==> config.mk <==
export PLATFORM = sky130hd
export DESIGN_NAME = adc_dual_capture
export DESIGN_NICKNAME = d
export VERILOG_FILES = /design/src/rtl/adc_dual_capture.sv
export SDC_FILE = /design/constraint.sdc
export NUM_CORES = 1
export LEC_CHECK = 0
export ABC_AREA = 1
export CAP_MARGIN = 20
export CELL_PAD_IN_SITES_DETAIL_PLACEMENT = 1
export CELL_PAD_IN_SITES_GLOBAL_PLACEMENT = 1
export CORE_ASPECT_RATIO = 0.9
export CORE_MARGIN = 2
export CORE_UTILIZATION = 38
export CTS_CLUSTER_SIZE = 20
export DETAILED_ROUTE_END_ITERATION = 12
export PLACE_DENSITY = 0.73
export SKIP_CTS_REPAIR_TIMING = 1
export SYNTH_ARGS = -nofsm -noshare
export SYNTH_HDL_FRONTEND = slang
export SYNTH_SLANG_ARGS = --single-unit
==> constraint.sdc <==
create_clock -name clk -period 4.4 [get_ports clk]
set_input_delay 1.32 -clock clk [delete_from_list [all_inputs] [get_ports clk]]
set_output_delay 1.32 -clock clk [all_outputs]
set_load 0.005 [all_outputs]
==> src/rtl/adc_dual_capture.sv <==
// adc_dual_capture: PLL-lock qualified dual-channel ADC frame capture with an
// optional rising-level trigger and a single-register valid/ready output stage.
//
// state     | meaning
// WAIT_LOCK | ADC powered down, waiting for synchronised PLL lock
// SETTLE    | ADC powered, letting the sample clock settle
// IDLE      | waiting for a start request
// ARMED     | waiting for a rising crossing of the trigger level on channel A
// CAPTURE   | producing one paired sample per cycle
// DONE      | letting the last word leave before signalling completion
module adc_dual_capture #(
    parameter int ADC_WIDTH     = 12,
    parameter int FRAME_LEN     = 256,
    parameter int SETTLE_CYCLES = 1024
) (
    input  logic                   clk,
    input  logic                   rst,
    input  logic                   pll_lock,
    input  logic [ADC_WIDTH-1:0]   adc_a_data,
    input  logic [ADC_WIDTH-1:0]   adc_b_data,
    output logic                   adc_pwdn,
    input  logic                   start,
    input  logic                   trig_en,
    input  logic [ADC_WIDTH-1:0]   trig_level,
    output logic                   ready,
    output logic [2*ADC_WIDTH-1:0] out_data,
    output logic                   out_valid,
    input  logic                   out_ready,
    output logic                   out_last,
    output logic                   frame_done,
    output logic                   overrun
);

    localparam logic [15:0] FRAME_LAST  = 16'(FRAME_LEN - 1);
    localparam logic [15:0] SETTLE_LAST = 16'(SETTLE_CYCLES - 1);

    typedef enum logic [2:0] {
        S_WAIT_LOCK,
        S_SETTLE,
        S_IDLE,
        S_ARMED,
        S_CAPTURE,
        S_DONE
    } state_t;

    state_t state, next_state;

    logic                 lock_m, lock_s;
    logic [ADC_WIDTH-1:0] a_r, b_r, a_prev;
    logic [ADC_WIDTH-1:0] trig_lvl_r;
    logic [15:0]          settle_cnt;
    logic [15:0]          sample_cnt;

    logic produce, is_last, start_acc, settle_clr, done_fire, lock_lost, load_ok;

    always_ff @(posedge clk or posedge rst) begin
        if (rst) begin
            lock_m <= 1'b0;
            lock_s <= 1'b0;
        end else begin
            lock_m <= pll_lock;
            lock_s <= lock_m;
        end
    end

    always_ff @(posedge clk or posedge rst) begin
        if (rst) begin
            a_r    <= '0;
            b_r    <= '0;
            a_prev <= '0;
        end else begin
            a_r    <= adc_a_data;
            b_r    <= adc_b_data;
            a_prev <= a_r;
        end
    end

    assign lock_lost = (state != S_WAIT_LOCK) && !lock_s;
    assign load_ok   = !out_valid || out_ready;

    always_ff @(posedge clk or posedge rst) begin
        if (rst) begin
            state <= S_WAIT_LOCK;
        end else begin
            state <= next_state;
        end
    end

    always_comb begin
        next_state = state;
        produce    = 1'b0;
        is_last    = 1'b0;
        start_acc  = 1'b0;
        settle_clr = 1'b0;
        done_fire  = 1'b0;
        if (lock_lost) begin
            next_state = S_WAIT_LOCK;
        end else begin
            case (state)
                S_WAIT_LOCK: begin
                    if (lock_s) begin
                        settle_clr = 1'b1;
                        next_state = S_SETTLE;
                    end
                end
                S_SETTLE: begin
                    if (settle_cnt == SETTLE_LAST) begin
                        next_state = S_IDLE;
                    end
                end
                S_IDLE: begin
                    if (start) begin
                        start_acc  = 1'b1;
                        next_state = trig_en ? S_ARMED : S_CAPTURE;
                    end
                end
                S_ARMED: begin
                    // the crossing sample itself is sample 0 of the frame
                    if ((a_prev < trig_lvl_r) && (a_r >= trig_lvl_r)) begin
                        produce    = 1'b1;
                        next_state = S_CAPTURE;
                    end
                end
                S_CAPTURE: begin
                    produce = 1'b1;
                    if (sample_cnt == FRAME_LAST) begin
                        is_last    = 1'b1;
                        next_state = S_DONE;
                    end
                end
                S_DONE: begin
                    if (load_ok) begin
                        done_fire  = 1'b1;
                        next_state = S_IDLE;
                    end
                end
                default: next_state = S_WAIT_LOCK;
            endcase
        end
    end

    // Status outputs are registered from the next state so they never glitch.
    always_ff @(posedge clk or posedge rst) begin
        if (rst) begin
            adc_pwdn <= 1'b1;
            ready    <= 1'b0;
        end else begin
            adc_pwdn <= (next_state == S_WAIT_LOCK);
            ready    <= (next_state == S_IDLE);
        end
    end

    always_ff @(posedge clk or posedge rst) begin
        if (rst) begin
            settle_cnt <= '0;
            sample_cnt <= '0;
            trig_lvl_r <= '0;
        end else begin
            if (settle_clr) begin
                settle_cnt <= '0;
            end else if (state == S_SETTLE) begin
                settle_cnt <= settle_cnt + 16'd1;
            end
            if (start_acc) begin
                sample_cnt <= '0;
                trig_lvl_r <= trig_level;
            end else if (produce) begin
                sample_cnt <= sample_cnt + 16'd1;
            end
        end
    end

    // Frame length is time based: a sample that cannot be loaded is dropped
    // but still counted, and flags overrun for the rest of the frame.
    always_ff @(posedge clk or posedge rst) begin
        if (rst) begin
            out_data   <= '0;
            out_valid  <= 1'b0;
            out_last   <= 1'b0;
            overrun    <= 1'b0;
            frame_done <= 1'b0;
        end else begin
            frame_done <= done_fire;
            if (lock_lost) begin
                out_valid <= 1'b0;
                out_last  <= 1'b0;
            end else if (produce) begin
                if (load_ok) begin
                    out_data  <= {b_r, a_r};
                    out_last  <= is_last;
                    out_valid <= 1'b1;
                end else begin
                    overrun <= 1'b1;
                end
            end else if (out_valid && out_ready) begin
                out_valid <= 1'b0;
                out_last  <= 1'b0;
            end
            if (start_acc) begin
                overrun <= 1'b0;
            end
        end
    end

endmodule

# Word level (Yosys, flattened, before mapping)
# Cells that the tools add are included.
[totals]
register_bits = 115
latchBits = 0
ramBits = 0
mem_bits_ro = 0
input_bits = 42
output_inout_bits = 30
wordCells = 85
n_memories = 0
[op_classes]
n_addsub = 2
mul = 0
div = 0
magnitude_cmp = 2
eq_ne = 11
shift = 0
n_mux = 38
bitwise_logic = 1
reduce_logical = 15
[ops]
columns = ["op", "count"]
rows = [
  ["16-bit two-way mux", 4],
  ["16-bit by 1-bit adder with 16-bit output (second input constant)", 2],
  ["1-bit two-way mux", 24],
  ["3-bit two-way mux", 8],
  ["3-bit one-hot mux with 6 select lines", 1],
  ["16-bit by 10-bit == test with 1-bit output (second input constant)", 1],
  ["16-bit by 8-bit == test with 1-bit output (second input constant)", 1],
  ["12-bit greater-or-equal comparator", 1],
  ["12-bit less-than comparator", 1],
  ["3-bit by 2-bit == test with 1-bit output (second input constant)", 3],
  ["3-bit == test (second input constant)", 2],
  ["3-bit zero test", 2],
  ["3-bit AND reduction", 2],
  ["3-bit nonzero test", 2],
  ["2-bit != test (second input constant)", 2],
  ["2-bit nonzero test", 2],
  ["3-bit by 1-bit == test with 1-bit output (second input constant)", 1],
  ["1-bit logical AND", 3],
  ["3-bit by 1-bit != test with 1-bit output (second input constant)", 1],
  ["1-bit zero test", 2],
  ["1-bit one-hot mux with 2 select lines", 1],
  ["2-bit AND reduction", 1],
  ["1-bit logical OR", 1],
  ["1-bit inverter", 1],
]

# Longest topological paths before layout
# Gate-level depths: netlist (run 1).
[logic_depth]
depth_word = 8
ltp_mapped = 16
ltp_nobuf = 16

# Least setup slack after synthesis (run 1)
# No wires, ideal clock.
[synth_timing]
path_type = "input to register"
startpoint = "in out_ready"
endpoint = "reg out_data[0]"
setup_ns = 0.130
arrival_time_ns = 2.038
required_ns = 4.270
slack_ns = 2.232
path_stages = 5
path_buffers = 1
path_cell_list = "nor2_1 inv_1 nand3_4 clkbuf_1 o21ai_1"
[synth_via]
elab_chain_cells = 2
[synth_lines]
columns = ["item", "line_no", "source"]
rows = [
  ["start: declaration", "28", "input logic out_ready,"],
  ["1-bit logical OR", "79", "assign load_ok = !out_valid || out_ready;"],
  ["3-bit AND reduction (no line)", "n/a", ""],
  ["end signal: assignment", "189", "out_data <= {b_r, a_r};"],
  ["end: declaration", "26", "output logic [2*ADC_WIDTH-1:0] out_data,"],
]
# No other way between the ends.
# A chain may end at the register's enable or synchronous reset.

# Final worst setup path (run 1)
[layout_timing]
startpoint = "in start"
endpoint = "reg sample_cnt[12]"
[layout_via]
elab_chain_cells = 4
word_cells_on_any_way = 5
cone_classes = "4 x mux; 1 x reduce/logical"
[layout_lines]
columns = ["item", "line_no", "source"]
rows = [
  ["start: declaration", "22", "input logic start,"],
  ["1-bit two-way mux (*)", "112", "if (start) begin"],
  ["1-bit two-way mux (*)", "99", "case (state)"],
  ["1-bit two-way mux (*)", "96", "if (lock_lost) begin"],
  ["16-bit two-way mux / 2-bit nonzero test (equally long branches)", "n/a", ""],
  ["end signal: assignment", "168", "sample_cnt <= sample_cnt + 16'd1;"],
  ["end: declaration", "52", "logic [15:0] sample_cnt;"],
]
# Every way passes the cells marked *; elsewhere a longest branch is shown, timed or not.

==> flow_summary.json, run 1 <==
{
  "fin_nets": 729,
  "fmax_ghz": 0.327,
  "synthMuxAreaShare": 0,
  "rsz0062_at_grt": "no",
  "synth_ff_type": "dfrtp_1",
  "routedWlPerCell_microns": 15.5,
  "period_share": 0.694,
  "dieArea_sq_um": 15000,
  "setup.worst_path.end": "sample_cnt[12]",
  "crit_start": "start",
  "critPathRequiredTime_ps": 4660,
  "synth-simple-area-share": 0.206,
  "cts_sinks": 115,
  "yosysSeqAreaShare": 0.538,
  "power_density_nw_per_um2": 410,
  "clock-root-buffer": "clkbuf_16",
  "finClkSkew_ps": 5.24,
  "worstSetupPathType": "input pin to flip-flop",
  "syn_area_sq_um": 5350,
  "reg2reg_slack_ps": 1680,
  "mostFrequentLayoutCell": "nand2_1",
  "end_kind": "flip-flop",
  "reg2reg_depth": 12,
  "vias": 4212,
  "synth_cells": 583,
  "drc": 0,
  "worstSetupStartpointType": "input pin",
  "hold_path_class": "flip-flop to flip-flop",
  "drtAntennaViolNets": 0,
  "crit_path_max_fanout": 30,
  "grt-ovfl-total": 0,
  "ys_warn_count": 0,
  "portBuffers": 71,
  "reg2reg_from": "trig_lvl_r[11]",
  "routabilityCongestion": 0.855,
  "vdd.ir_drop.worst_mv": 0.271,
  "grt_pass1_wl_mm": 22.6,
  "cts_tree": "done",
  "die_width_microns": 129,
  "first_pass_iters": 4,
  "setup_viol": 0,
  "synthAdderAreaFrac": 0.0585,
  "clock_latency_ps": 410,
  "start_util": 0.385,
  "worstHoldStart": "lock_m",
  "maxCapViolations": 0,
  "synth-edff-count": 0,
  "drive_gt1_frac": 0.0904,
  "synth_top_family_by_area": "simple AND/OR/NAND/NOR gates",
  "min_period_ps": 3050,
  "final_cell_mix": "nand2_1, dfrtp_1, inv_1",
  "synth_xor_area_frac": 0.0262,
  "antenna_cells": 0,
  "worstHoldPathCells": 0,
  "nFillCells": 1593,
  "drt_wl_total_mm": 13.4,
  "detail_route.vias_per_cell": 4.85,
  "hold_viol_final": 0,
  "ys_seq_elements": 115,
  "grt_max_degree": 49,
  "synth-compound-area-share": 0.0887,
  "arrival_ps": 3320,
  "async_flop_share": 1.00,
  "grt_usage": 0.196,
  "slew_violations": 0,
  "htree_levels": 4,
  "fin_setup_tns_ps": 0,
  "cts.path.max_buffers": 2,
  "core_area_sq_um": 13900,
  "first_iter_violations": 161,
  "first_global_vias": 4540,
  "dp_hpwl_mm": 9.50,
  "tightest_slew_ps": 810,
  "final_util": 0.493,
  "relSlewSlack": 0.459,
  "syn_area_per_cell_sq_um": 9.17,
  "synthDistinctLibCells": 41,
  "antenna_found_initial": 0,
  "power_w": 0.00281,
  "boundaryPins": 72,
  "fp-row-count": 41,
  "cellLeakagePower_nw": 3.24,
  "chipHeight_microns": 117,
  "synth_nets": 650,
  "clk_pin_slew_worst_paths_ps": 60,
  "rr_endpoint": "sample_cnt[12]",
  "cts_buffers": 17,
  "status": "finished, final reports clean",
  "areaGrowthSynthToFinish_pct": 28.1
}
-- per-layer routing --
metal / GRT usage / routed length [microns]
met1: 0.237 / 5970
met2: 0.342 / 6840
met3: 0.0481 / 405
met4: 0.0739 / 203
met5: 0 / 0
-- worst max-delay path: stages --
cell	delay (ps)
clkdlybuf4s50_1	450
inv_1	70
nor2_1	110
nand2_1	290
inv_1	720
nor2_1	130
nand2_1	120
o21ai_0	110
-- stage by stage --
stage | hold WS, ps | cells | setup WS, ps | instance area [sq um]
6_report | 347 | 868 | 1350 | 6850
2_1_floorplan | 331 | 583 | 37.6 | 5350
3_5_place_dp | 337 | 836 | 920 | 6250
3_3_place_gp | 333 | 836 | 1080 | 6250
5_1_grt | 360 | 868 | 1150 | 6850
4_1_cts | 350 | 868 | 1310 | 6850
-- how the worst min path moves through the flow --
stage | end | slack, ps
after floorplan | lock_s | 330
after global placement | lock_s | 330
after detailed placement | lock_s | 340
after CTS | lock_s | 350
after global routing | lock_s | 360
final | lock_s | 350
-- cells by family after synthesis --
group | Yosys count
AOI/OAI and AO/OA | 87
xor gates and xnor gates | 16
adders and majority gates | 25
buffers and inverters | 108
DFF | 115
and+or+nand+nor | 232
-- cell type report --
| cell class | instances | area [sq um] | share of cell area |
|---|---|---|---|
| Tap cell | 193 | 241 | 0.0353 |
| Sequential cell | 115 | 2880 | 0.420 |
| Timing Repair Buffer | 73 | 738 | 0.108 |
| Clock inverter | 14 | 163 | 0.0237 |
| Multi-Input combinational cell | 360 | 2030 | 0.296 |
| Inverter | 95 | 359 | 0.0524 |
| Clock buffer | 18 | 439 | 0.0641 |
-- state kept, by name, indices dropped and copies added, names as in the netlist --
| register | count |
|---|---|
| lock_s | 1 |
| trig_lvl_r | 12 |
| out_last | 1 |
| a_prev | 12 |
| state | 3 |
| overrun | 1 |
| ready | 1 |
| sample_cnt | 16 |
| out_data | 24 |
| b_r | 12 |
| out_valid | 1 |
| adc_pwdn | 1 |
| frame_done | 1 |
| a_r | 12 |
| lock_m | 1 |
| settle_cnt | 16 |
-- Yosys cell counts (6+ instances only) --
master | count | area share
inv_1 | 92 | 0.065
buf_2 | 6 | 0.0056
xor2_1 | 16 | 0.026
nand3_1 | 20 | 0.019
ha_1 | 25 | 0.058
nor3_1 | 23 | 0.022
dfrtp_1 | 114 | 0.53
nand2_1 | 117 | 0.082
a21oi_1 | 20 | 0.019
o21ai_0 | 37 | 0.035
nor2_1 | 32 | 0.022
o21ai_1 | 18 | 0.017
nand4_1 | 14 | 0.016
-- power by group --
part           switching [W]  leakage, nW  internal [W]  total (W)
sequential         0.0000317         1.41       0.00110    0.00114
combinational       0.000170         1.54     0.0000997   0.000270
clock               0.000499        0.287      0.000900    0.00140
Power figures use the tool's default switching activity.
==> run 2, diff against run 1 <==
--- a/config.mk
+++ b/config.mk
@@ -11,10 +11,10 @@
 export CELL_PAD_IN_SITES_GLOBAL_PLACEMENT = 1
 export CORE_ASPECT_RATIO = 0.9
 export CORE_MARGIN = 2
-export CORE_UTILIZATION = 38
+export CORE_UTILIZATION = 42
 export CTS_CLUSTER_SIZE = 20
 export DETAILED_ROUTE_END_ITERATION = 12
-export PLACE_DENSITY = 0.73
+export PLACE_DENSITY = 0.77
 export SKIP_CTS_REPAIR_TIMING = 1
 export SYNTH_ARGS = -nofsm -noshare
 export SYNTH_HDL_FRONTEND = slang
==> constraint.sdc (replaced) <==
create_clock -name clk -period 3.12 [get_ports clk]
set_input_delay 0.936 -clock clk [delete_from_list [all_inputs] [get_ports clk]]
set_output_delay 0.936 -clock clk [all_outputs]
set_load 0.005 [all_outputs]
==> flow_summary.json, run 2 (synthesis results as in run 1) <==
{
  "cts_tree": "done",
  "nFillCells": 1442,
  "fin_nets": 734,
  "status": "finished, final reports clean",
  "min_period_ps": 2600,
  "maxCapViolations": 0,
  "areaGrowthSynthToFinish_pct": 29.3,
  "crit_path_max_fanout": 48,
  "clock_latency_ps": 430,
  "drive_gt1_frac": 0.0943,
  "detail_route.vias_per_cell": 5.02,
  "top_register": "out_data",
  "power_density_nw_per_um2": 595,
  "mostFrequentLayoutCell": "nand2_1",
  "period_share": 0.833,
  "routedWlPerCell_microns": 16.0,
  "power_frac_seq": 0.389,
  "routabilityCongestion": 0.898,
  "cts.path.max_buffers": 2,
  "vdd.ir_drop.worst_mv": 0.395,
  "clk_pin_slew_worst_paths_ps": 50,
  "grt_pass1_wl_mm": 23.2,
  "end_kind": "flip-flop",
  "slowest_stage": "nand3_4",
  "crit_start": "a_r[11]",
  "switchingPower_w": 0.000969,
  "largest_reg_flops": 24,
  "fp-row-count": 39,
  "hold_viol_final": 0,
  "grt-ovfl-total": 0,
  "core_area_sq_um": 12500,
  "pwr-share-comb": 0.095,
  "path_buf_inv": 0,
  "arrival_ps": 2880,
  "grt_max_degree": 49,
  "cp.depth": 12,
  "worstSetupPathType": "flip-flop to flip-flop",
  "finClkSkew_ps": 8.79,
  "htree_levels": 4,
  "top_regs": "out_data: 24 flops, sample_cnt: 16 flops, settle_cnt: 16 flops",
  "slew_violations": 0,
  "fmax_ghz": 0.385,
  "rr_endpoint": "out_data[0]",
  "worstSetupStartpointType": "flip-flop",
  "start_util": 0.426,
  "tightest_slew_ps": 721,
  "relSlewSlack": 0.518,
  "reg2reg_slack_ps": 520,
  "cts_buffers": 17,
  "cellLeakagePower_nw": 3.30,
  "drtAntennaViolNets": 0,
  "final_util": 0.551,
  "die_width_microns": 123,
  "intPower_w": 0.00315,
  "first_pass_iters": 4,
  "critPathRequiredTime_ps": 3400,
  "drt_wl_total_mm": 13.5,
  "slowest_delay_ps": 450,
  "chipHeight_microns": 111,
  "swShare": 0.235,
  "finalHoldWorstSlack_ps": 346,
  "cp_top_family": "simple AND/OR/NAND/NOR gates",
  "rsz0062_at_grt": "no",
  "antenna_cells": 0,
  "drc": 0,
  "dieArea_sq_um": 13700,
  "vias": 4236,
  "fin_setup_tns_ps": 0,
  "portBuffers": 71,
  "pwr-share-clk": 0.516,
  "grt_usage": 0.222,
  "crit_chain": "ha_1 > nand2_1 > nor2_2 > nand2_1 > nor2_1 > nand2_1 > nand2_2 > nand3_2 > nand2_4 > nand3_4 > nand2_1 > o21ai_1",
  "boundaryPins": 72,
  "setup_viol": 0,
  "hold_path_class": "flip-flop to flip-flop",
  "cts_sinks": 115,
  "reg2reg_depth": 12,
  "antenna_found_initial": 0,
  "clock-root-buffer": "clkbuf_16",
  "first_global_vias": 4787,
  "cpMostUsedCell": "nand2_1",
  "dp_hpwl_mm": 9.45,
  "first_iter_violations": 188,
  "final_cell_mix": "nand2_1, dfrtp_1, inv_1",
  "setup.worst_path.end": "out_data[0]",
  "reg2reg_from": "a_r[11]"
}
[run 2: changes by cell type in the layout (fill, tap and decap cells not counted), sizes merged]
cell,before,now
buf,2,7
bufinv,3,5
clkbuf,18,20
clkinv,7,5
clkinvlp,4,2
inv,95,94
[run 2: metal layers]
layer / up-vias / part of all wire / track usage
li1: 2041 / - / -
met1: 2116 / 0.43 / 0.277
met2: 59 / 0.52 / 0.367
met3: 20 / 0.029 / 0.0514
met4: 0 / 0.015 / 0.0958
met5: - / 0 / 0
[run 2: final cells by class]
type	count	area, sq um	area share
well taps	164	205	0.0297
clock inverters	11	183	0.0264
inverters	95	360	0.0521
clock buffers	20	457	0.0661
multi-input cells	360	2030	0.294
repair buffers	78	801	0.116
flip-flops and latches	115	2880	0.416
[run 2: worst min-delay path by stage]
stage / slack [ps] / from / end / cells after the start
2_1_floorplan: 330 / lock_m / lock_s / 0
3_3_place_gp: 330 / lock_m / lock_s / 0
3_5_place_dp: 340 / lock_m / lock_s / 0
4_1_cts: 350 / lock_m / lock_s / 0
5_1_grt: 360 / lock_m / lock_s / 0
6_report: 350 / lock_m / lock_s / 0
[run 2: power by group through the flow]
stage	Clock (W)	Sequential (W)	Combinational, W
finish	0.00212	0.00160	0.000390
global placement	0	0.00162	0.000370
floorplan	0	0.00162	0.000239
global route	0.00223	0.00161	0.000437
CTS	0.00216	0.00160	0.000397
detailed placement	0	0.00163	0.000387
[run 2: through the flow]
step           power [W]  instances  area, sq um  setup slack (ps)
2_1_floorplan    0.00185        583         5350               785
3_3_place_gp     0.00199        812         6270               625
3_5_place_dp     0.00201        812         6270               538
4_1_cts          0.00416        843         6910               478
5_1_grt          0.00428        843         6910               253
6_report         0.00412        843         6910               522
